`src/rtl/riscv_hazard_unit.sv`:
```
// Hazard, forwarding and flush controller for the 5-stage pipeline. Tracks EX/MEM/WB
// in shadow slots and adds a load-latency freeze plus saturating stall/flush counters.
module riscv_hazard_unit #(
    parameter int unsigned REG_AW       = 5,
    parameter int unsigned LOAD_LATENCY = 0,
    parameter int unsigned CNT_W        = 16
) (
    input  logic              clk_i,
    input  logic              reset_i,
    input  logic              id_valid_i,
    input  logic [REG_AW-1:0] id_rs1_i,
    input  logic [REG_AW-1:0] id_rs2_i,
    input  logic              id_use_rs1_i,
    input  logic              id_use_rs2_i,
    input  logic [REG_AW-1:0] id_rd_i,
    input  logic              id_regwrite_i,
    input  logic              id_memread_i,
    input  logic              branch_taken_i,
    output logic              stall_if_id_o,
    output logic              freeze_o,
    output logic              flush_if_id_o,
    output logic              flush_id_ex_o,
    output logic              flush_ex_mem_o,
    output logic [1:0]        fwd_a_o,
    output logic [1:0]        fwd_b_o,
    output logic [CNT_W-1:0]  stall_cnt_o,
    output logic [CNT_W-1:0]  flush_cnt_o
);

    localparam logic [2:0] LoadLat = 3'(LOAD_LATENCY);

    typedef struct packed {
        logic              valid;
        logic [REG_AW-1:0] rd;
        logic              regwrite;
        logic              memread;
    } slot_t;

    typedef struct packed {
        logic [REG_AW-1:0] rs1;
        logic [REG_AW-1:0] rs2;
        logic              use_rs1;
        logic              use_rs2;
    } src_t;

    slot_t            ex_q, ex_d, mem_q, mem_d, wb_q, wb_d;
    src_t             exs_q, exs_d;
    logic [2:0]       wait_cnt_q, wait_cnt_d;
    logic [CNT_W-1:0] stall_cnt_q, stall_cnt_d;
    logic [CNT_W-1:0] flush_cnt_q, flush_cnt_d;

    logic frz, br_flush, load_use, stall;

    // MEM wins over WB; a load still in MEM has no data yet, and x0 never forwards.
    function automatic logic [1:0] fwd_sel(input logic en, input logic [REG_AW-1:0] rs,
                                           input slot_t mem, input slot_t wb);
        logic [1:0] sel;
        sel = 2'b00;
        if (en && rs != '0) begin
            if (mem.valid && mem.regwrite && !mem.memread && mem.rd == rs) begin
                sel = 2'b10;
            end else if (wb.valid && wb.regwrite && wb.rd == rs) begin
                sel = 2'b01;
            end
        end
        return sel;
    endfunction

    always_comb begin
        frz      = (wait_cnt_q != 3'd0) && !reset_i;
        br_flush = branch_taken_i && !frz && !reset_i;
        load_use = ex_q.valid && ex_q.memread && (ex_q.rd != '0) && id_valid_i &&
                   ((id_use_rs1_i && id_rs1_i == ex_q.rd) ||
                    (id_use_rs2_i && id_rs2_i == ex_q.rd));
        stall    = load_use && !frz && !br_flush && !reset_i;
    end

    assign stall_if_id_o  = stall;
    assign freeze_o       = frz;
    assign flush_if_id_o  = br_flush;
    assign flush_id_ex_o  = br_flush | stall;
    assign flush_ex_mem_o = br_flush;
    assign fwd_a_o        = fwd_sel(ex_q.valid && exs_q.use_rs1 && !reset_i, exs_q.rs1,
                                    mem_q, wb_q);
    assign fwd_b_o        = fwd_sel(ex_q.valid && exs_q.use_rs2 && !reset_i, exs_q.rs2,
                                    mem_q, wb_q);
    assign stall_cnt_o    = stall_cnt_q;
    assign flush_cnt_o    = flush_cnt_q;

    always_comb begin
        ex_d        = ex_q;
        exs_d       = exs_q;
        mem_d       = mem_q;
        wb_d        = wb_q;
        wait_cnt_d  = wait_cnt_q;
        stall_cnt_d = stall_cnt_q;
        flush_cnt_d = flush_cnt_q;

        if (frz) begin
            wait_cnt_d = wait_cnt_q - 3'd1;
        end else begin
            wb_d  = mem_q;
            mem_d = br_flush ? slot_t'('0) : ex_q;
            ex_d  = '0;
            exs_d = '0;
            if (id_valid_i && !br_flush && !stall) begin
                ex_d.valid      = 1'b1;
                ex_d.rd         = id_rd_i;
                ex_d.regwrite   = id_regwrite_i;
                ex_d.memread    = id_memread_i;
                exs_d.rs1       = id_rs1_i;
                exs_d.rs2       = id_rs2_i;
                exs_d.use_rs1   = id_use_rs1_i;
                exs_d.use_rs2   = id_use_rs2_i;
            end
            // A load moving into MEM starts the memory wait.
            if (LoadLat != 3'd0 && ex_q.valid && ex_q.memread && !br_flush) begin
                wait_cnt_d = LoadLat;
            end
        end

        if ((stall || frz) && stall_cnt_q != '1) begin
            stall_cnt_d = stall_cnt_q + CNT_W'(1);
        end
        if (br_flush && flush_cnt_q != '1) begin
            flush_cnt_d = flush_cnt_q + CNT_W'(1);
        end
    end

    always_ff @(posedge clk_i) begin
        if (reset_i) begin
            ex_q        <= '0;
            exs_q       <= '0;
            mem_q       <= '0;
            wb_q        <= '0;
            wait_cnt_q  <= '0;
            stall_cnt_q <= '0;
            flush_cnt_q <= '0;
        end else begin
            ex_q        <= ex_d;
            exs_q       <= exs_d;
            mem_q       <= mem_d;
            wb_q        <= wb_d;
            wait_cnt_q  <= wait_cnt_d;
            stall_cnt_q <= stall_cnt_d;
            flush_cnt_q <= flush_cnt_d;
        end
    end

endmodule

```
`config.mk`:
```
export PLATFORM = sky130hd
export DESIGN_NAME = riscv_hazard_unit
export DESIGN_NICKNAME = d
export VERILOG_FILES = /design/src/rtl/riscv_hazard_unit.sv
export SDC_FILE = /design/constraint.sdc
export NUM_CORES = 1
export LEC_CHECK = 0
export ABC_AREA = 1
export BUFFER_PORTS_ARGS = -buffer_cell sky130_fd_sc_hd__buf_2
export CORE_MARGIN = 1
export CORE_UTILIZATION = 45
export CTS_BUF_LIST = sky130_fd_sc_hd__clkbuf_8
export CTS_CLUSTER_DIAMETER = 200
export DETAILED_ROUTE_END_ITERATION = 8
export PLACE_DENSITY = 0.69
export SETUP_SLACK_MARGIN = 0.05
export SYNTH_ARGS = -nofsm -noshare
export SYNTH_HDL_FRONTEND = slang
export SYNTH_SLANG_ARGS = --single-unit
```
`constraint.sdc`:
```
create_clock -name clk_i -period 2.2 [get_ports clk_i]
set_input_delay 0.44 -clock clk_i [delete_from_list [all_inputs] [get_ports clk_i]]
set_output_delay 0.44 -clock clk_i [all_outputs]
set_load 0.005 [all_outputs]
```
Yosys cells after proc, flatten, opt, wreduce, memory -nomap -nowiden. Index checks and enable logic that the tools add are counted.

Add/sub/neg operators: 3. Equal/unequal tests: 8. Muxes and demuxes: 9. Bitwise logic cells: 1. Reductions and logical operators: 40.

Operators by type and width (number): 16-bit by 1-bit adder with 16-bit output, second input constant (2); 16-bit != test, second input constant (2); 5-bit == test (6); 1-bit logical AND (29); 8-bit two-way mux (2); 5-bit nonzero test (3); 12-bit two-way mux (1); 2-bit two-way mux (4); 1-bit logical NOT (5); 3-bit nonzero test (1); 3-bit by 1-bit subtractor with 3-bit output, second input constant (1); 1-bit logical OR (2); 1-bit two-way mux (2); 1-bit OR (1).

Flip-flop bits (word level): 70. Bits of input ports: 23. Output and inout port bits: 41. Word-level logic and storage cells: 79.

Logic depth before layout (Yosys ltp). Gate-level depths: netlist of run 1.

Word-level depth: 11. Depth in mapped cells: 14. Mapped depth without buffers: 13.

Worst setup path before layout of run 1. OpenSTA, ideal clock, no wires.

Kind: register to output. Start: register wait_cnt_q[0]. End: output flush_id_ex_o. Arrival: 1.307 ns. Data required time: 1.760 ns. Setup slack: 0.453 ns. Stages on the path, launching flop included: 11. Path buffers: 0. Cells stage by stage: dfxtp_1 inv_1 ha_1 ha_1 inv_1 nor2_2 nand2_1 nand4_1 nor2_1 nand2_2 nand2_1.

Word-level cells in the longest chain between the ends: 9. Elaborated cells on any way between the ends: 10. Classes of those cells: 1 x bitwise; 9 x reduce/logical.

RTL lines: start: declaration (line 48) `logic [2:0] wait_cnt_q, wait_cnt_d;`; start signal: assignment (line 144) `wait_cnt_q <= wait_cnt_d;`; 3-bit nonzero test (*) (line 70) `frz = (wait_cnt_q != 3'd0) && !reset_i;`; 1-bit logical AND (*) (line 70); 1-bit logical NOT (*) (line 71, 75); 1-bit logical AND (2 in a row) (line 71) `br_flush = branch_taken_i && !frz && !reset_i;`; 1-bit logical NOT (line 75) `stall = load_use && !frz && !br_flush && !reset_i;`; 1-bit logical AND (2 in a row) (line 75); 1-bit OR (*) (line 81) `assign flush_id_ex_o = br_flush | stall;`; end: declaration (line 22) `output logic flush_id_ex_o,`.

Every way passes the cells marked *; elsewhere a longest branch is shown, timed or not.

Worst setup path after layout of run 1.
Start: register mem_q[5] in the netlist's numbering. End: output fwd_a_o[1].

Word-level cells in the longest chain between the ends: 4.

RTL lines: start: declaration (line 46) `slot_t ex_q, ex_d, mem_q, mem_d, wb_q, wb_d;`; start signal: assignment (line 142) `mem_q <= mem_d;`; 5-bit == test (line 60) `if (mem.valid && mem.regwrite && !mem.memread && mem.rd == rs) begin`; 1-bit logical AND (line 60); 2-bit two-way mux (line 60); 2-bit two-way mux (line 59) `if (en && rs != '0) begin`; end: declaration (line 24) `output logic [1:0] fwd_a_o,`.

Every way passes these cells.

==> flow_metrics.env, run 1 <==
export IMPL_dieArea_mm2=0.00836
export IMPL_timing_rr_start="wait_cnt_q[0]$_SDFFE_PP0P_"
export IMPL_cp_max_fo=4
export IMPL_tritoncts="yes"
export IMPL_drc_errors=0
export IMPL_core_area_mm2=0.00773
export IMPL_routed_wl_um=8420
export IMPL_yosysSeqAreaShare_pct=38.9
export IMPL_final_util_pct=55.4
export IMPL_die_x_um=91.4
export IMPL_io_buffers=63
export IMPL_pre_cts_slack_ns=0.238
export IMPL_power_density_mw_per_mm2=857
export IMPL_nets=619
export IMPL_die_height_um=91.4
export IMPL_rsz0062_at_grt="yes"
export IMPL_diodes=0
export IMPL_synth_distinct_cells=34
export IMPL_cts_hold_buf=0
export IMPL_fin_crit_sh_pct=95.2
export IMPL_antenna_found_initial=0
export IMPL_p_leak_nw=2.03
export IMPL_max_slew_margin_pct=66.4
export IMPL_dp_final_hpwl_um=6080
export IMPL_slowest_stage="dfxtp_1"
export IMPL_period_minus_slack_ns=2.09
export IMPL_ctsRootBufferMaster="clkbuf_8"
export IMPL_clock_skew_final_ns=0.0104
export IMPL_syn_to_final_growth_pct=18.9
export IMPL_hp_start="id_regwrite_i"
export IMPL_fin_area_mm2=0.00428
export IMPL_stdcell_count=699
export IMPL_endpoint_kind="primary output"
export IMPL_cts_htree_levels=3
export IMPL_syn_area_mm2=0.00360
export IMPL_vdd_ir_drop_worst_uv=443
export IMPL_timing_final_ws_setup_ns=0.105
export IMPL_clkTransAtPathRegs_ns=0.07
export IMPL_drtIter0Drc=171
export IMPL_slowest_delay_ns=0.36
export IMPL_num_rows=32
export IMPL_clk_latency_ns=0.34
export IMPL_ys_warn_count=0
export IMPL_slew_viol_final=0
export IMPL_wl_per_cell_um=12.1
export IMPL_drive_gt1_share_pct=19.3
export IMPL_worst_pin_slew_ns=0.504
export IMPL_place_area_mm2=0.00397
export IMPL_syn_inst=527
export IMPL_crit_chain="inv_2 > nor2_1 > nor4_1 > nand2_1 > nor3_2 > and2_1 > buf_2"
export IMPL_clkSinkCount=70
export IMPL_critPathLaunchType="flop"
export IMPL_clockBufferDepth=2
export IMPL_num_vias=3511
export IMPL_maxCapViolations=0
export IMPL_grtUsageTotal_pct=21.1
export IMPL_outcome="complete, no violations"
export IMPL_grt_pass1_wl_um=14200
export IMPL_first_pass_iters=4
export IMPL_grt_max_degree=33
export IMPL_syn_nets=554
export IMPL_ant_nets=0
export IMPL_start_util_pct=46.6
export IMPL_hp_class="in -> reg"
export IMPL_power_w=0.00367
export IMPL_vias_per_cell=5.02
export IMPL_syn_mean_instance_area_um2=6.83
export IMPL_grt_overflow=0
export IMPL_cp_arrival_ns=1.65
export IMPL_finalSetupViolations=0
export IMPL_required_ns=1.76
export IMPL_dp_cells=680
export IMPL_max_freq_mhz=477
export IMPL_cts_buffers_inserted=9
export IMPL_grt_pass1_vias=3242
export IMPL_cp_startpoint="mem_q[5]$_SDFFE_PP0N_"
export IMPL_critical_path_class="reg -> out"
export IMPL_place_congestion=0.937
export IMPL_ys_ff_latch=70
export IMPL_hold_viol=0
export IMPL_ios=64
==> power breakdown <==
part	total [W]	internal (W)	switching (W)
Combinational	0.00102	0.000385	0.000631
Sequential	0.00150	0.00140	0.000102
Clock	0.00115	0.000665	0.000488
Total	0.00367	0.00245	0.00122
==> per-stage QoR <==
| step | hold slack (ns) | TNS, ns |
|---|---|---|
| global route | 0.332 | -0.0271 |
| finish | 0.343 | 0 |
| detailed placement | 0.449 | 0 |
| global placement | 0.444 | 0 |
| floorplan | 0.428 | 0 |
| CTS | 0.330 | 0 |
==> worst paths after layout <==
check                                 to  slack (ns)  cells after the start
min reg2reg        exs_q[1]$_SDFFE_PP0N_        0.46                      2
min                 ex_q[1]$_SDFFE_PP0N_        0.34                      3
max reg2reg  stall_cnt_o[5]$_SDFFE_PP0P_        0.33                     14
max                           fwd_a_o[1]        0.11                      7
==> layout make-up <==
class | count | area, um^2
Fill cell | 719 | 3450
Multi-Input combinational cell | 354 | 1810
Sequential cell | 70 | 1400
Timing Repair Buffer | 72 | 395
Inverter | 85 | 322
Clock buffer | 10 | 138
Tap cell | 102 | 128
Clock inverter | 6 | 85.1
==> sequential cells by signal, indices dropped and copies added, names as in the netlist <==
register / cells
mem_q: 8
stall_cnt_o: 16
wb_q: 7
exs_q: 12
flush_cnt_o: 16
ex_q: 8
wait_cnt_q: 3
==> layer usage <==
metal	share of wire (%)	GRT usage, %	wire length, um	up-vias
met3	5.5	4.44	463	10
met2	46	35.2	3910	109
met5	0	0	0	-
li1	-	-	-	1832
met4	1.4	8.99	121	0
met1	47	26.2	3930	1560
==> cell usage in the layout, fill, tap and decap left out, types with 14 or more instances in the layout <==
cell type  netlist  routed
inv_1           82      77
a21oi_1         30      30
nand2_1        125     124
o22ai_1         20      20
dfxtp_1         70      68
o21ai_0         14      14
nor2_1          51      51
buf_2            1      63
nand3_1         41      41
==> worst max-delay path: cells and delay by family, from the launching register on <==
kind                   cells  cell delay, ns
and+or+nand+nor            5            0.76
DFF                        1            0.36
buffers and inverters      2            0.20
==> synth_stat cells <==
cell type  instances  share of area [%]
xor2_1             8                1.9
buf_2              1               0.14
and2_1             1               0.17
xnor2_1            6                1.5
nor2_2             6                1.0
o22ai_1           20                3.5
o221ai_1           1               0.24
buf_4              5                1.0
o21ai_1            5               0.70
inv_2              2               0.21
o311ai_0           1               0.24
nand2_4            1               0.31
a221oi_1           3               0.73
dfxtp_1           70                 39
nand4_1            6                1.0
ha_1               4                1.4
o21ai_0           14                1.9
nor4_1             2               0.35
nand2_1          125                 13
clkbuf_1           7               0.73
inv_1             82                8.6
nand3_1           41                5.7
nor3b_1            1               0.21
clkinv_1           1               0.10
buf_6              5                1.6
nand2_2            2               0.35
nor3_1            12                1.7
nand3b_1           3               0.63
a21oi_1           30                4.2
and3_1             2               0.35
nand4_2            1               0.35
nor2_1            51                5.3
or2_2              1               0.17
o32ai_1            7                1.7
==> cells by family after synthesis <==
kind of cell             synth area share, %
adder cells (fa/ha/maj)                 1.39
AND/OR/NAND/NOR                         30.7
AO/OA/AOI/OAI                           13.2
XOR/XNOR                                3.41
flip-flops                              38.9
buffers and inverters                   12.3
==> repair_timing <==
item,4_1_cts,5_1_grt
setup endpoints to repair,3,12
pin swaps,2,6
gates resized for setup,4,14
setup buffers,2,1
Power figures use the tool's default switching activity.
==> run 2: changes to the inputs <==
Settings changed: ABC_AREA 1 to not set.
==> flow_metrics.env, run 2 <==
export IMPL_syn_inst=372
export IMPL_nets=523
export IMPL_ios=64
export IMPL_die_height_um=87.8
export IMPL_required_ns=1.76
export IMPL_grt_pass1_wl_um=13700
export IMPL_hp_class="in -> reg"
export IMPL_yosys_most_used_dff="dfxtp_1"
export IMPL_io_buffers=63
export IMPL_drtIter0Drc=152
export IMPL_wl_per_cell_um=14.3
export IMPL_vias_per_cell=5.42
export IMPL_dp_final_hpwl_um=6110
export IMPL_critPathLaunchType="flop"
export IMPL_grt_max_degree=32
export IMPL_final_util_pct=66.5
export IMPL_finalSetupViolations=4
export IMPL_period_minus_slack_ns=2.28
export IMPL_fin_crit_sh_pct=103
export IMPL_slew_viol_final=0
export IMPL_cp_arrival_ns=1.84
export IMPL_drive_gt1_share_pct=38.1
export IMPL_clockBufferDepth=2
export IMPL_syn_to_final_growth_pct=39.2
export IMPL_syn_mean_instance_area_um2=8.91
export IMPL_place_area_mm2=0.00409
export IMPL_cts_buffers_inserted=9
export IMPL_syn_nets=399
export IMPL_yosysSeqAreaShare_pct=42.3
export IMPL_clkTransAtPathRegs_ns=0.07
export IMPL_fill_cells=554
export IMPL_fin_area_mm2=0.00462
export IMPL_ys_ff_latch=70
export IMPL_core_area_mm2=0.00694
export IMPL_maxCapViolations=0
export IMPL_synth_most_common_cell="dfxtp_1"
export IMPL_ys_warn_count=0
export IMPL_cp_max_fo=4
export IMPL_rsz0062_at_grt="yes"
export IMPL_vdd_ir_drop_worst_uv=439
export IMPL_syn_area_mm2=0.00332
export IMPL_synth_distinct_cells=48
export IMPL_place_congestion=0.953
export IMPL_max_freq_mhz=439
export IMPL_antenna_found_initial=0
export IMPL_synthTopCellsByArea="dfxtp_1, xor2_1, nor2_1"
export IMPL_outcome="finished, violations left"
export IMPL_worst_pin_slew_ns=0.405
export IMPL_ctsRootBufferMaster="clkbuf_8"
export IMPL_violations="negative setup slack"
export IMPL_die_x_um=87.8
export IMPL_grt_overflow=0
export IMPL_power_w=0.00406
export IMPL_yosys_top_cells_count="dfxtp_1, nor2_1, xor2_1"
export IMPL_final_cell_mix="buf_2, buf_4, dfxtp_1, nor2_1, xor2_1"
export IMPL_tritoncts="yes"
export IMPL_dieArea_mm2=0.00772
export IMPL_drc_errors=0
export IMPL_hold_viol=0
export IMPL_synth_top_area_share_pct=42.3
export IMPL_power_density_mw_per_mm2=879
export IMPL_clk_latency_ns=0.35
export IMPL_synth_edff_count=0
export IMPL_async_flop_share_pct=0
export IMPL_critical_path_class="reg -> out"
export IMPL_clkSinkCount=70
export IMPL_diodes=0
export IMPL_clock_skew_final_ns=0.0125
export IMPL_grt_pass1_vias=2919
export IMPL_grtUsageTotal_pct=23.4
export IMPL_ant_nets=0
export IMPL_num_vias=3235
export IMPL_num_rows=30
export IMPL_routed_wl_um=8560
export IMPL_timing_final_ws_setup_ns=-0.0767
export IMPL_max_slew_margin_pct=72.9
export IMPL_p_leak_nw=2.04
export IMPL_start_util_pct=47.7
export IMPL_final_common_cell="buf_2"
export IMPL_endpoint_kind="primary output"
export IMPL_yosys_area_top_type="dfxtp_1"
export IMPL_cts_htree_levels=3
export IMPL_first_pass_iters=5
[run 2: cell types whose count changed after synthesis, moves of 12 or more]
cell     before  now
a21oi_1      30   12
a22o_1        0   18
inv_1        82    8
nand2_1     125   23
nand3_1      41   14
o22ai_1      20    0
xnor2_1       6   18
xor2_1        8   30
[run 2: logic make-up (layout without fill, tap and decap cells)]
family	count (synthesis)	in the layout	synth area share, %
XOR/XNOR	48	48	12.7
multiplexers	10	10	3.06
adder cells (fa/ha/maj)	4	4	1.51
buffers and inverters	26	155	3.06
AND/OR/NAND/NOR	151	151	23.2
flip-flops	70	70	42.3
AO/OA/AOI/OAI	63	63	14.2
[run 2: worst paths after layout]
| path | start | end | slack (ns) | cells past startpoint |
|---|---|---|---|---|
| worst max-delay path | ex_q[6]$_SDFFE_PP0N_ | flush_id_ex_o | -0.08 | 6 |
| worst min-delay path | id_rd_i[1] | ex_q[3]$_SDFFE_PP0N_ | 0.31 | 2 |
| worst max register to register | ex_q[3]$_SDFFE_PP0N_ | stall_cnt_o[14]$_SDFFE_PP0P_ | -0.05 | 7 |
| worst min register to register | mem_q[0]$_SDFFE_PP0N_ | mem_q[0]$_SDFFE_PP0N_ | 0.49 | 2 |
[run 2: area by class of cell]
class,count,area [um^2],share of cell area [%]
multi-input combinational,276,1950,42.3
tap,96,120,2.60
inverter,9,33.8,0.732
clock inverter,7,90.1,1.95
clock buffer,9,124,2.68
sequential,70,1430,31.1
timing repair buffer,130,862,18.7
[run 2: what timing repair did]
item | 4_1_cts | 5_1_grt
gates resized for setup | 38 | 23
hold buffers | 0 | 0
pin swaps | 21 | 19
cloned | 1 | 0
setup endpoints to repair | 16 | 20
buffers inserted | 7 | 8
[run 2: critical path, cell delays in order, from the launching register on]
cell	delay, ns
dfxtp_4	0.38
xor2_1	0.15
nor4_1	0.07
a32oi_1	0.26
and2b_2	0.30
or2_4	0.23
buf_6	0.11
[run 2: metrics by stage]
| stage | TNS, ns | hold slack, ns | setup WS (ns) | std cells |
|---|---|---|---|---|
| floorplan | 0 | 0.449 | 0.0529 | 372 |
| global placement | -0.496 | 0.465 | -0.127 | 566 |
| detailed placement | -0.883 | 0.469 | -0.175 | 566 |
| CTS | -0.219 | 0.288 | -0.118 | 589 |
| global route | -0.738 | 0.290 | -0.161 | 597 |
| finish | -0.143 | 0.306 | -0.0767 | 597 |
[run 2: report_power, final]
part	switching, W	internal [W]	leakage [nW]
clock	0.000488	0.000632	0.110
sequential	0.0000849	0.00137	0.575
combinational	0.000725	0.000758	1.35
total	0.00130	0.00276	2.04
[run 2: metal layers]
metal	global-route usage, %	vias up	share of wire (%)
met5	0	-	0
met4	8.35	0	1.6
met3	6.69	16	5.2
met2	36.4	79	47
met1	30.8	1561	46
li1	-	1579	-
